## src/rtl/msdf_test_pkg.sv

```systemverilog
// rtl/msdf_test_pkg.sv - shared register map, bit positions and FSM states for the MSDF adder test controller
package msdf_test_pkg;

    localparam logic [2:0] ADDR_CTRL   = 3'd0;
    localparam logic [2:0] ADDR_STATUS = 3'd1;
    localparam logic [2:0] ADDR_X      = 3'd2;
    localparam logic [2:0] ADDR_Y      = 3'd3;
    localparam logic [2:0] ADDR_Z      = 3'd4;
    localparam logic [2:0] ADDR_CYCLES = 3'd5;

    localparam int CTRL_START_BIT = 0;
    localparam int CTRL_CLEAR_BIT = 1;

    localparam int STAT_BUSY_BIT  = 0;
    localparam int STAT_DONE_BIT  = 1;
    localparam int STAT_ERROR_BIT = 2;

    typedef enum logic [1:0] {
        ST_IDLE,
        ST_FEED,
        ST_FLUSH,
        ST_DONE
    } state_t;

endpackage

```

## src/rtl/msdf_digit_serializer.sv

```systemverilog
// rtl/msdf_digit_serializer.sv - loads X/Y operands and shifts them out MSD-first with zero padding
module msdf_digit_serializer #(
    parameter int DIGIT_W  = 3,
    parameter int N_DIGITS = 8
) (
    input  logic                         clk,
    input  logic                         rst,
    input  logic                         load,
    input  logic                         advance,
    input  logic                         stop,
    input  logic [DIGIT_W*N_DIGITS-1:0]  x_word,
    input  logic [DIGIT_W*N_DIGITS-1:0]  y_word,
    output logic [DIGIT_W-1:0]           x_digit,
    output logic [DIGIT_W-1:0]           y_digit,
    output logic                         digit_valid,
    output logic                         first_digit
);

    localparam int W = DIGIT_W * N_DIGITS;

    logic [W-1:0] x_sh;
    logic [W-1:0] y_sh;

    // Zeros shift in behind the operand, so flush digits come out as 0 for free.
    always_ff @(posedge clk or posedge rst) begin
        if (rst) begin
            x_sh        <= '0;
            y_sh        <= '0;
            x_digit     <= '0;
            y_digit     <= '0;
            digit_valid <= 1'b0;
            first_digit <= 1'b0;
        end else if (load) begin
            x_digit     <= x_word[W-1 -: DIGIT_W];
            y_digit     <= y_word[W-1 -: DIGIT_W];
            x_sh        <= x_word << DIGIT_W;
            y_sh        <= y_word << DIGIT_W;
            digit_valid <= 1'b1;
            first_digit <= 1'b1;
        end else if (stop) begin
            x_sh        <= '0;
            y_sh        <= '0;
            x_digit     <= '0;
            y_digit     <= '0;
            digit_valid <= 1'b0;
            first_digit <= 1'b0;
        end else if (advance) begin
            x_digit     <= x_sh[W-1 -: DIGIT_W];
            y_digit     <= y_sh[W-1 -: DIGIT_W];
            x_sh        <= x_sh << DIGIT_W;
            y_sh        <= y_sh << DIGIT_W;
            first_digit <= 1'b0;
        end
    end

endmodule

```

## src/rtl/msdf_adder_test_ctrl.sv

```systemverilog
// rtl/msdf_adder_test_ctrl.sv - HPS-facing test controller driving and collecting an MSDF adder
module msdf_adder_test_ctrl
    import msdf_test_pkg::*;
#(
    parameter int DIGIT_W       = 3,
    parameter int N_DIGITS      = 8,
    parameter int ONLINE_DELAY  = 2,
    parameter int TIMEOUT_SLACK = 8
) (
    input  logic               clk_clk,
    input  logic               reset_reset,
    input  logic [2:0]         avs_address,
    input  logic               avs_read,
    input  logic               avs_write,
    input  logic [31:0]        avs_writedata,
    output logic [31:0]        avs_readdata,
    output logic [DIGIT_W-1:0] x_digit,
    output logic [DIGIT_W-1:0] y_digit,
    output logic               digit_valid,
    output logic               first_digit,
    input  logic [DIGIT_W-1:0] z_digit,
    input  logic               z_valid
);

    localparam int OP_W  = DIGIT_W * N_DIGITS;
    localparam int Z_W   = (N_DIGITS + 1) * DIGIT_W;
    localparam int CNT_W = $clog2(N_DIGITS + 2);
    localparam int IDX_W = $clog2(N_DIGITS + 1);
    localparam logic [15:0] TIMEOUT_LIMIT = 16'(N_DIGITS + ONLINE_DELAY + TIMEOUT_SLACK);

    state_t            state;
    state_t            state_next;
    logic [OP_W-1:0]   x_reg;
    logic [OP_W-1:0]   y_reg;
    logic [Z_W-1:0]    z_reg;
    logic [CNT_W-1:0]  res_cnt;
    logic [IDX_W-1:0]  feed_idx;
    logic [15:0]       cycles;
    logic [15:0]       cycles_inc;
    logic              error_flag;

    logic              ctrl_wr;
    logic              start_req;
    logic              clear_req;
    logic              busy;
    logic              capture;
    logic              completing;
    logic              timeout_hit;
    logic              begin_op;
    logic              ser_load;
    logic              ser_adv;
    logic              ser_stop;
    logic [31:0]       rd_mux;
    logic              unused_wdata;

    assign unused_wdata = ^avs_writedata;

    // Clear takes priority over start when both bits arrive in one write.
    assign ctrl_wr     = avs_write && (avs_address == ADDR_CTRL);
    assign clear_req   = ctrl_wr && avs_writedata[CTRL_CLEAR_BIT];
    assign start_req   = ctrl_wr && avs_writedata[CTRL_START_BIT] && !avs_writedata[CTRL_CLEAR_BIT];

    assign busy        = (state == ST_FEED) || (state == ST_FLUSH);
    assign capture     = busy && z_valid;
    assign completing  = capture && (res_cnt == CNT_W'(N_DIGITS));
    assign cycles_inc  = (cycles == 16'hFFFF) ? cycles : cycles + 16'd1;
    assign timeout_hit = busy && !completing && (cycles_inc == TIMEOUT_LIMIT);

    always_ff @(posedge clk_clk or posedge reset_reset) begin
        if (reset_reset) begin
            state <= ST_IDLE;
        end else begin
            state <= state_next;
        end
    end

    always_comb begin
        state_next = state;
        ser_load   = 1'b0;
        ser_adv    = 1'b0;
        ser_stop   = 1'b0;
        begin_op   = 1'b0;
        case (state)
            ST_IDLE: begin
                if (start_req) begin
                    state_next = ST_FEED;
                    ser_load   = 1'b1;
                    begin_op   = 1'b1;
                end
            end
            ST_FEED: begin
                ser_adv = 1'b1;
                if (completing || timeout_hit) begin
                    state_next = ST_DONE;
                    ser_stop   = 1'b1;
                end else if (feed_idx == IDX_W'(N_DIGITS - 1)) begin
                    state_next = ST_FLUSH;
                end
            end
            ST_FLUSH: begin
                ser_adv = 1'b1;
                if (completing || timeout_hit) begin
                    state_next = ST_DONE;
                    ser_stop   = 1'b1;
                end
            end
            ST_DONE: begin
                if (clear_req) begin
                    state_next = ST_IDLE;
                end else if (start_req) begin
                    state_next = ST_FEED;
                    ser_load   = 1'b1;
                    begin_op   = 1'b1;
                end
            end
            default: state_next = ST_IDLE;
        endcase
    end

    always_ff @(posedge clk_clk or posedge reset_reset) begin
        if (reset_reset) begin
            x_reg      <= '0;
            y_reg      <= '0;
            z_reg      <= '0;
            res_cnt    <= '0;
            feed_idx   <= '0;
            cycles     <= '0;
            error_flag <= 1'b0;
        end else begin
            if (avs_write && !busy && (avs_address == ADDR_X)) begin
                x_reg <= avs_writedata[OP_W-1:0];
            end
            if (avs_write && !busy && (avs_address == ADDR_Y)) begin
                y_reg <= avs_writedata[OP_W-1:0];
            end

            if (begin_op) begin
                z_reg      <= '0;
                res_cnt    <= '0;
                feed_idx   <= '0;
                cycles     <= '0;
                error_flag <= 1'b0;
            end else if (busy) begin
                // The completing cycle is itself counted, so CYCLES is inclusive.
                cycles <= cycles_inc;
                if (capture) begin
                    z_reg   <= {z_reg[Z_W-DIGIT_W-1:0], z_digit};
                    res_cnt <= res_cnt + 1'b1;
                end
                if (timeout_hit) begin
                    error_flag <= 1'b1;
                end
                if ((state == ST_FEED) && (feed_idx != IDX_W'(N_DIGITS - 1))) begin
                    feed_idx <= feed_idx + 1'b1;
                end
            end else if ((state == ST_DONE) && clear_req) begin
                error_flag <= 1'b0;
            end
        end
    end

    always_comb begin
        rd_mux = '0;
        case (avs_address)
            ADDR_STATUS: begin
                rd_mux[STAT_BUSY_BIT]  = busy;
                rd_mux[STAT_DONE_BIT]  = (state == ST_DONE);
                rd_mux[STAT_ERROR_BIT] = error_flag;
            end
            ADDR_X:      rd_mux = 32'(x_reg);
            ADDR_Y:      rd_mux = 32'(y_reg);
            ADDR_Z:      rd_mux = 32'(z_reg);
            ADDR_CYCLES: rd_mux = 32'(cycles);
            default:     rd_mux = '0;
        endcase
    end

    always_ff @(posedge clk_clk or posedge reset_reset) begin
        if (reset_reset) begin
            avs_readdata <= '0;
        end else if (avs_read) begin
            avs_readdata <= rd_mux;
        end
    end

    msdf_digit_serializer #(
        .DIGIT_W  (DIGIT_W),
        .N_DIGITS (N_DIGITS)
    ) u_serializer (
        .clk         (clk_clk),
        .rst         (reset_reset),
        .load        (ser_load),
        .advance     (ser_adv),
        .stop        (ser_stop),
        .x_word      (x_reg),
        .y_word      (y_reg),
        .x_digit     (x_digit),
        .y_digit     (y_digit),
        .digit_valid (digit_valid),
        .first_digit (first_digit)
    );

endmodule

```

## config.mk

```make
export PLATFORM = sky130hd
export DESIGN_NAME = msdf_adder_test_ctrl
export DESIGN_NICKNAME = d
export VERILOG_FILES = /design/src/rtl/msdf_test_pkg.sv /design/src/rtl/msdf_digit_serializer.sv /design/src/rtl/msdf_adder_test_ctrl.sv
export SDC_FILE = /design/constraint.sdc
export NUM_CORES = 1
export LEC_CHECK = 0
export BUFFER_PORTS_ARGS = -buffer_cell sky130_fd_sc_hd__buf_4
export CAP_MARGIN = 0
export CORE_UTILIZATION = 45
export CTS_BUF_LIST = sky130_fd_sc_hd__clkbuf_4
export DETAILED_ROUTE_END_ITERATION = 10
export HOLD_SLACK_MARGIN = 0.1
export PLACE_DENSITY = 0.72
export SYNTH_ARGS = -nofsm -noshare
export SYNTH_HDL_FRONTEND = slang
export SYNTH_SLANG_ARGS = --single-unit
```

## constraint.sdc

```tcl
create_clock -name clk_clk -period 9.89 [get_ports clk_clk]
set_input_delay 2.967 -clock clk_clk [delete_from_list [all_inputs] [get_ports clk_clk]]
set_output_delay 2.967 -clock clk_clk [all_outputs]
set_load 0.02 [all_outputs]
```

== Word level (Yosys, flattened, before mapping) ==
Cells that the tools add are included.
Storage, ports and cells
  flip-flop bits (word level): 190
  input bits: 43
  word-level logic and storage cells: 112
Cells by class
  $add $sub $neg: 3
  equality and inequality tests: 16
  mux-type cells: 47
  reduce and logical (&&, ||, !) cells: 31
Operator list (count)
  $mux W24: 6
  $pmux W24 S4: 1
  $mux W27: 3
  $mux W16: 3
  $mux W4: 6
  $mux W3: 6
  $add A16 B1 Y16 const B: 1
  $eq A16 B16 Y1 const B: 1
  $eq A16 B5 Y1 const B: 1
  $pmux W3 S5: 1
  $mux W1: 14
  $logic_and A1 B1 Y1: 13
  $mux W2: 5
  $add A4 B1 Y4 const B: 2
  $pmux W2 S4: 1
  $reduce_and A2 Y1: 4
  $reduce_bool A2 Y1: 4
  $eq A3 B2 Y1 const B: 2
  $eq A3 B3 Y1 const B: 2
  $reduce_bool A3 Y1: 2
  $eq A2 B2 Y1 const B: 2
  $eq A4 B3 Y1 const B: 1
  $eq A4 B4 Y1 const B: 1
  $ne A4 B3 Y1 const B: 1
  other kinds (11): 14

== Depth between registers and ports, before layout ==
  depth in word-level cells: 12
  depth in mapped cells: 12
  gate-level depth less buffers: 9

== By module ==
From an unflattened synthesis, not the netlist that was laid out.
Second synthesis, totals
  cell total of the unflattened synthesis: 849
  area total of the unflattened synthesis: 8734.6 um^2
Modules (own cells, without submodules)
  msdf_adder_test_ctrl: times used 1, cells each 640, area each 6414.9 um^2, seq. area each 3228.1 um^2
  msdf_digit_serializer: times used 1, cells each 209, area each 2319.7 um^2, seq. area each 1251.2 um^2

== Worst setup path after synthesis ==
OpenSTA, ideal clock, no wires.
  kind: input to register
  start point: in avs_address[2]
  end point: reg feed_idx[1]
  arrival time: 4.744 ns
  data required time: 9.754 ns
  path slack: 5.010 ns
  cell stages on the path: 7
  path buffers: 2
  cells stage by stage: clkbuf_1 -> nor4b_1 -> and3b_1 -> o21ai_1 -> nor2_1 -> clkbuf_1 -> o21ai_0
On the way
  word-level cells in the longest chain between the ends: 9
RTL lines
  start, declared: line msdf_adder_test_ctrl.sv:12  | input logic [2:0] avs_address,
  $logic_not A3 Y1 *: line msdf_adder_test_ctrl.sv:59  | assign ctrl_wr = avs_write && (avs_address == ADDR_CTRL);
  $logic_and A1 B1 Y1 *: line msdf_adder_test_ctrl.sv:59
  $logic_and A1 B1 Y1 (2 in a row): line msdf_adder_test_ctrl.sv:61  | assign start_req = ctrl_wr && avs_writedata[CTRL_START_BIT] && !avs_writedata[CTRL_CLEAR_BIT];
  $mux W1: line msdf_adder_test_ctrl.sv:85, msdf_adder_test_ctrl.sv:110
  $mux W1: line msdf_adder_test_ctrl.sv:108  | if (clear_req) begin
  $pmux W1 S2 *: line msdf_adder_test_ctrl.sv:83  | case (state)
  $reduce_bool A2 Y1 (no source line)
  $reduce_and A2 Y1 (no source line)
  end signal, assigned: line msdf_adder_test_ctrl.sv:154  | feed_idx <= feed_idx + 1'b1;
  end, declared: line msdf_adder_test_ctrl.sv:37  | logic [IDX_W-1:0] feed_idx;
Every way passes the cells marked *; elsewhere a longest branch is shown, timed or not.
A chain may end at the register's enable or synchronous reset.

== Final worst setup path ==
  start point: in avs_address[0]
  end point: reg y_reg[4]
On the way
  word-level cells in the longest chain between the ends: 2
RTL lines
  $eq A3 B2 Y1: line msdf_adder_test_ctrl.sv:133  | if (avs_write && !busy && (avs_address == ADDR_Y)) begin
  $logic_and A1 B1 Y1: line msdf_adder_test_ctrl.sv:133
  end signal, assigned: line msdf_adder_test_ctrl.sv:134  | y_reg <= avs_writedata[OP_W-1:0];
  end, declared: line msdf_adder_test_ctrl.sv:34  | logic [OP_W-1:0] y_reg;
No other way between the ends.

==> summary.md <==
| Metric | Value |
|---|---|
| Status | `finished clean` |
| Cell Area, Synth | `about 0.0087 mm²` |
| Worst-path fanout max | `32` |
| Critical setup path kind | `in2reg` |
| Clock-pin slew on the worst setup and hold paths | `between 0.1 and 0.15 ns` |
| Most used flip-flop cell after synthesis | `dfrtp_1` |
| Synth top area share | `between 50% and 60%` |
| PortBufs | `69` |
| Worst vdd ir | `between 400 and 500 µV` |
| Final period utilization | `around half` |
| Synth area leader | `dfrtp_1` |
| Hold/Removal Path Class | `reg2reg` |
| Fin. max-slew vios | `0` |
| Fill cells | `between 1500 and 2000` |
| Root buffer cell | `clkbuf_4` |
| Remaining Overflow, GRT | `0` |
| Vias | `between 6000 and 7000` |
| GPL Wtd Cong | `between 0.8 and 0.9` |
| Vias in the first global route | `6490` |
| H-tree depth | `4` |
| Worst R2R Setup Slack | `between 6 and 7 ns` |
| First-pass GRT wire length | `35550 µm` |
| FMAX | `approximately 0.20 GHz` |
| Most frequent cells after synthesis | `179 x dfrtp_1, 142 x nand2_1, 57 x o22ai_1` |
| Total GRT Usage | `23.30%` |
| Num CTS Buffers | `17` |
| Clock Tree Buf Depth | `2` |
| Yosys reg bits | `about 180` |
| Largest net degree at the start of global routing | `101` |
| Crit path time final | `roughly 5.0 ns` |
| CTS sink cnt | `~180` |
| Register area share after synthesis | `51.50%` |
| Async set-reset flop share out of synthesis | `between 90% and 100%` |
| Netlist cell types | `56` |
| Fin nets | `946` |
| Die area | `just under 0.02 mm²` |
| Hold Vio Cnt, Final | `0` |
| Ys Warns | `0` |
| Sequential Area | `approximately 0.0045 mm²` |
| Mean number of vias per cell | `slightly below 6` |
| Final std cells w/o fill | `around 1200` |
| Arr. time, crit path | `5.51 ns` |
| Crit path capture type | `flip-flop` |
| Die width | `~140 µm` |
| Setup_tns | `0 ns` |
| Share of post-route cells with drive strength above 1 | `about a fifth` |
| DRT iter0 DRCs | `approximately 470` |
| Leakage | `between 4 and 5 nW` |
| Rel. slew slack | `between 10% and 20%` |
| Drt total wl | `roughly 22000 µm` |
| Post-cts sizing count | `0` |
| Max Cap Viol | `0` |
| Final HPWL DP | `14350 µm` |
| Setup violations, final | `0` |
| Worst skew pair latency | `approximately 0.6 ns` |
| Pwr/cell area | `about 250 mW/mm²` |
| FP Rows | `50` |
| Worst Tran Pin Value | `between 1 and 1.5 ns` |
| DR DRC count | `0` |
| Placed cells | `1135` |
| Number of synthesized flops with an enable pin | `0` |
| WHS | `0.5189 ns` |
| Post-CTS setup buffers | `0` |
| Syn avg cell area | `10.02 µm²` |
| Area of the multi-input gates | `roughly 0.0038 mm²` |
| Synth-to-layout area growth | `9.983%` |
| CTS tree | `done` |
| Critical path launch point type | `input port` |
| Leading post-synthesis cells by cell area | `dfrtp_1 51%, mux2_2 7.0%, nand2_1 6.1%` |
| Die height | `roughly 140 µm` |
| Wire length per cell | `18.87 µm` |
| Skew final | `0.02568 ns` |
| CP Data Required Time | `just over 10 ns` |
| Initial Util | `46.19%` |
| Most frequent cell after synthesis | `dfrtp_1` |
| Core ar. | `0.01883 mm²` |
| Antenna viol nets, final | `0` |
| RSZ-0062 raised after global routing | `false` |
| Ports | `83` |
| Post-layout util | `between 50% and 60%` |
| Initial antenna violation count | `1` |
| Synthesized instance count | `868` |
| # hold bufs at CTS | `0` |
| First-pass iteration count of the detailed router | `4` |
## critical path: stages
cell,delay (ns)
buf_4,0.32
nand2_1,0.09
nor2_1,0.95
and3_1,0.39
buf_4,0.39
mux2_2,0.39
## metrics by stage
step / setup slack (ns) / area (µm²) / power [mW]
global route: 4.665 / 9567 / 2.557
detailed placement: 4.274 / 9309 / 2.013
floorplan: 2.064 / 8713 / 1.754
global placement: 4.309 / 9309 / 1.984
CTS: 4.922 / 9564 / 2.403
finish: 4.875 / 9567 / 2.395
## cell usage in the layout (no fill, tap or decap), types with 7 or more instances in the layout
cell type  count
nor2_1        46
a22oi_1        9
inv_1         34
a221oi_1      22
buf_4         79
nand4_1       10
o22ai_1       57
ha_1           8
nor3_1         7
clkbuf_4      17
mux2_2        54
o21ai_0       55
nand3_1       12
nand2_1      142
mux2i_1       52
a21oi_1       33
dfrtp_1      179
o32ai_1        8
## where the power goes
group	leakage, nW	internal [mW]	switching [mW]
Clock	0.128	0.125	0.267
Sequential	2.34	0.959	0.215
Combinational	1.59	0.319	0.510
Total	4.06	1.40	0.991
## kinds of logic (layout without fill, tap and decap cells)
family / after synthesis / after routing / synth area share [%]
AOI/OAI and AO/OA: 203 / 203 / 14.86
other: 1 / 6 / 0.04311
muxes: 106 / 106 / 12.97
DFF: 179 / 179 / 51.50
adders and majority gates: 9 / 9 / 1.295
buffers and inverters: 111 / 145 / 5.581
xor gates and xnor gates: 6 / 6 / 0.6041
and+or+nand+nor: 253 / 253 / 13.15
## final timing paths
kind | from | endpoint | cells past startpoint
worst max-delay path | avs_address[0] | y_reg[4]$_DFFE_PP0P_ | 6
worst min-delay path | z_reg[7]$_DFFE_PP0P_ | z_reg[10]$_DFFE_PP0P_ | 2
worst max register to register | cycles[0]$_DFFE_PP0P_ | u_serializer.x_sh[6]$_DFFE_PP0P_ | 8
worst min register to register | z_reg[7]$_DFFE_PP0P_ | z_reg[10]$_DFFE_PP0P_ | 2
max in group asynchronous | reset_reset | z_reg[8]$_DFFE_PP0P_ | 3
min in group asynchronous | reset_reset | cycles[3]$_DFFE_PP0P_ | 2
## layout make-up
cell class	count	share of cell area, %
inverters	35	1.426
clock buffers	17	1.334
multi-input cells	582	39.46
well taps	260	3.400
diodes	1	0.02616
clock inverters	14	1.334
repair buffers	79	6.199
flip-flops and latches	179	46.82
## layer usage
metal | wire (µm) | track usage (%)
met1 | 9914 | 32.25
met4 | 539 | 8.867
met5 | 0 | 0
met3 | 1288 | 4.823
met2 | 10270 | 36.14
Power figures use the tool's default switching activity.
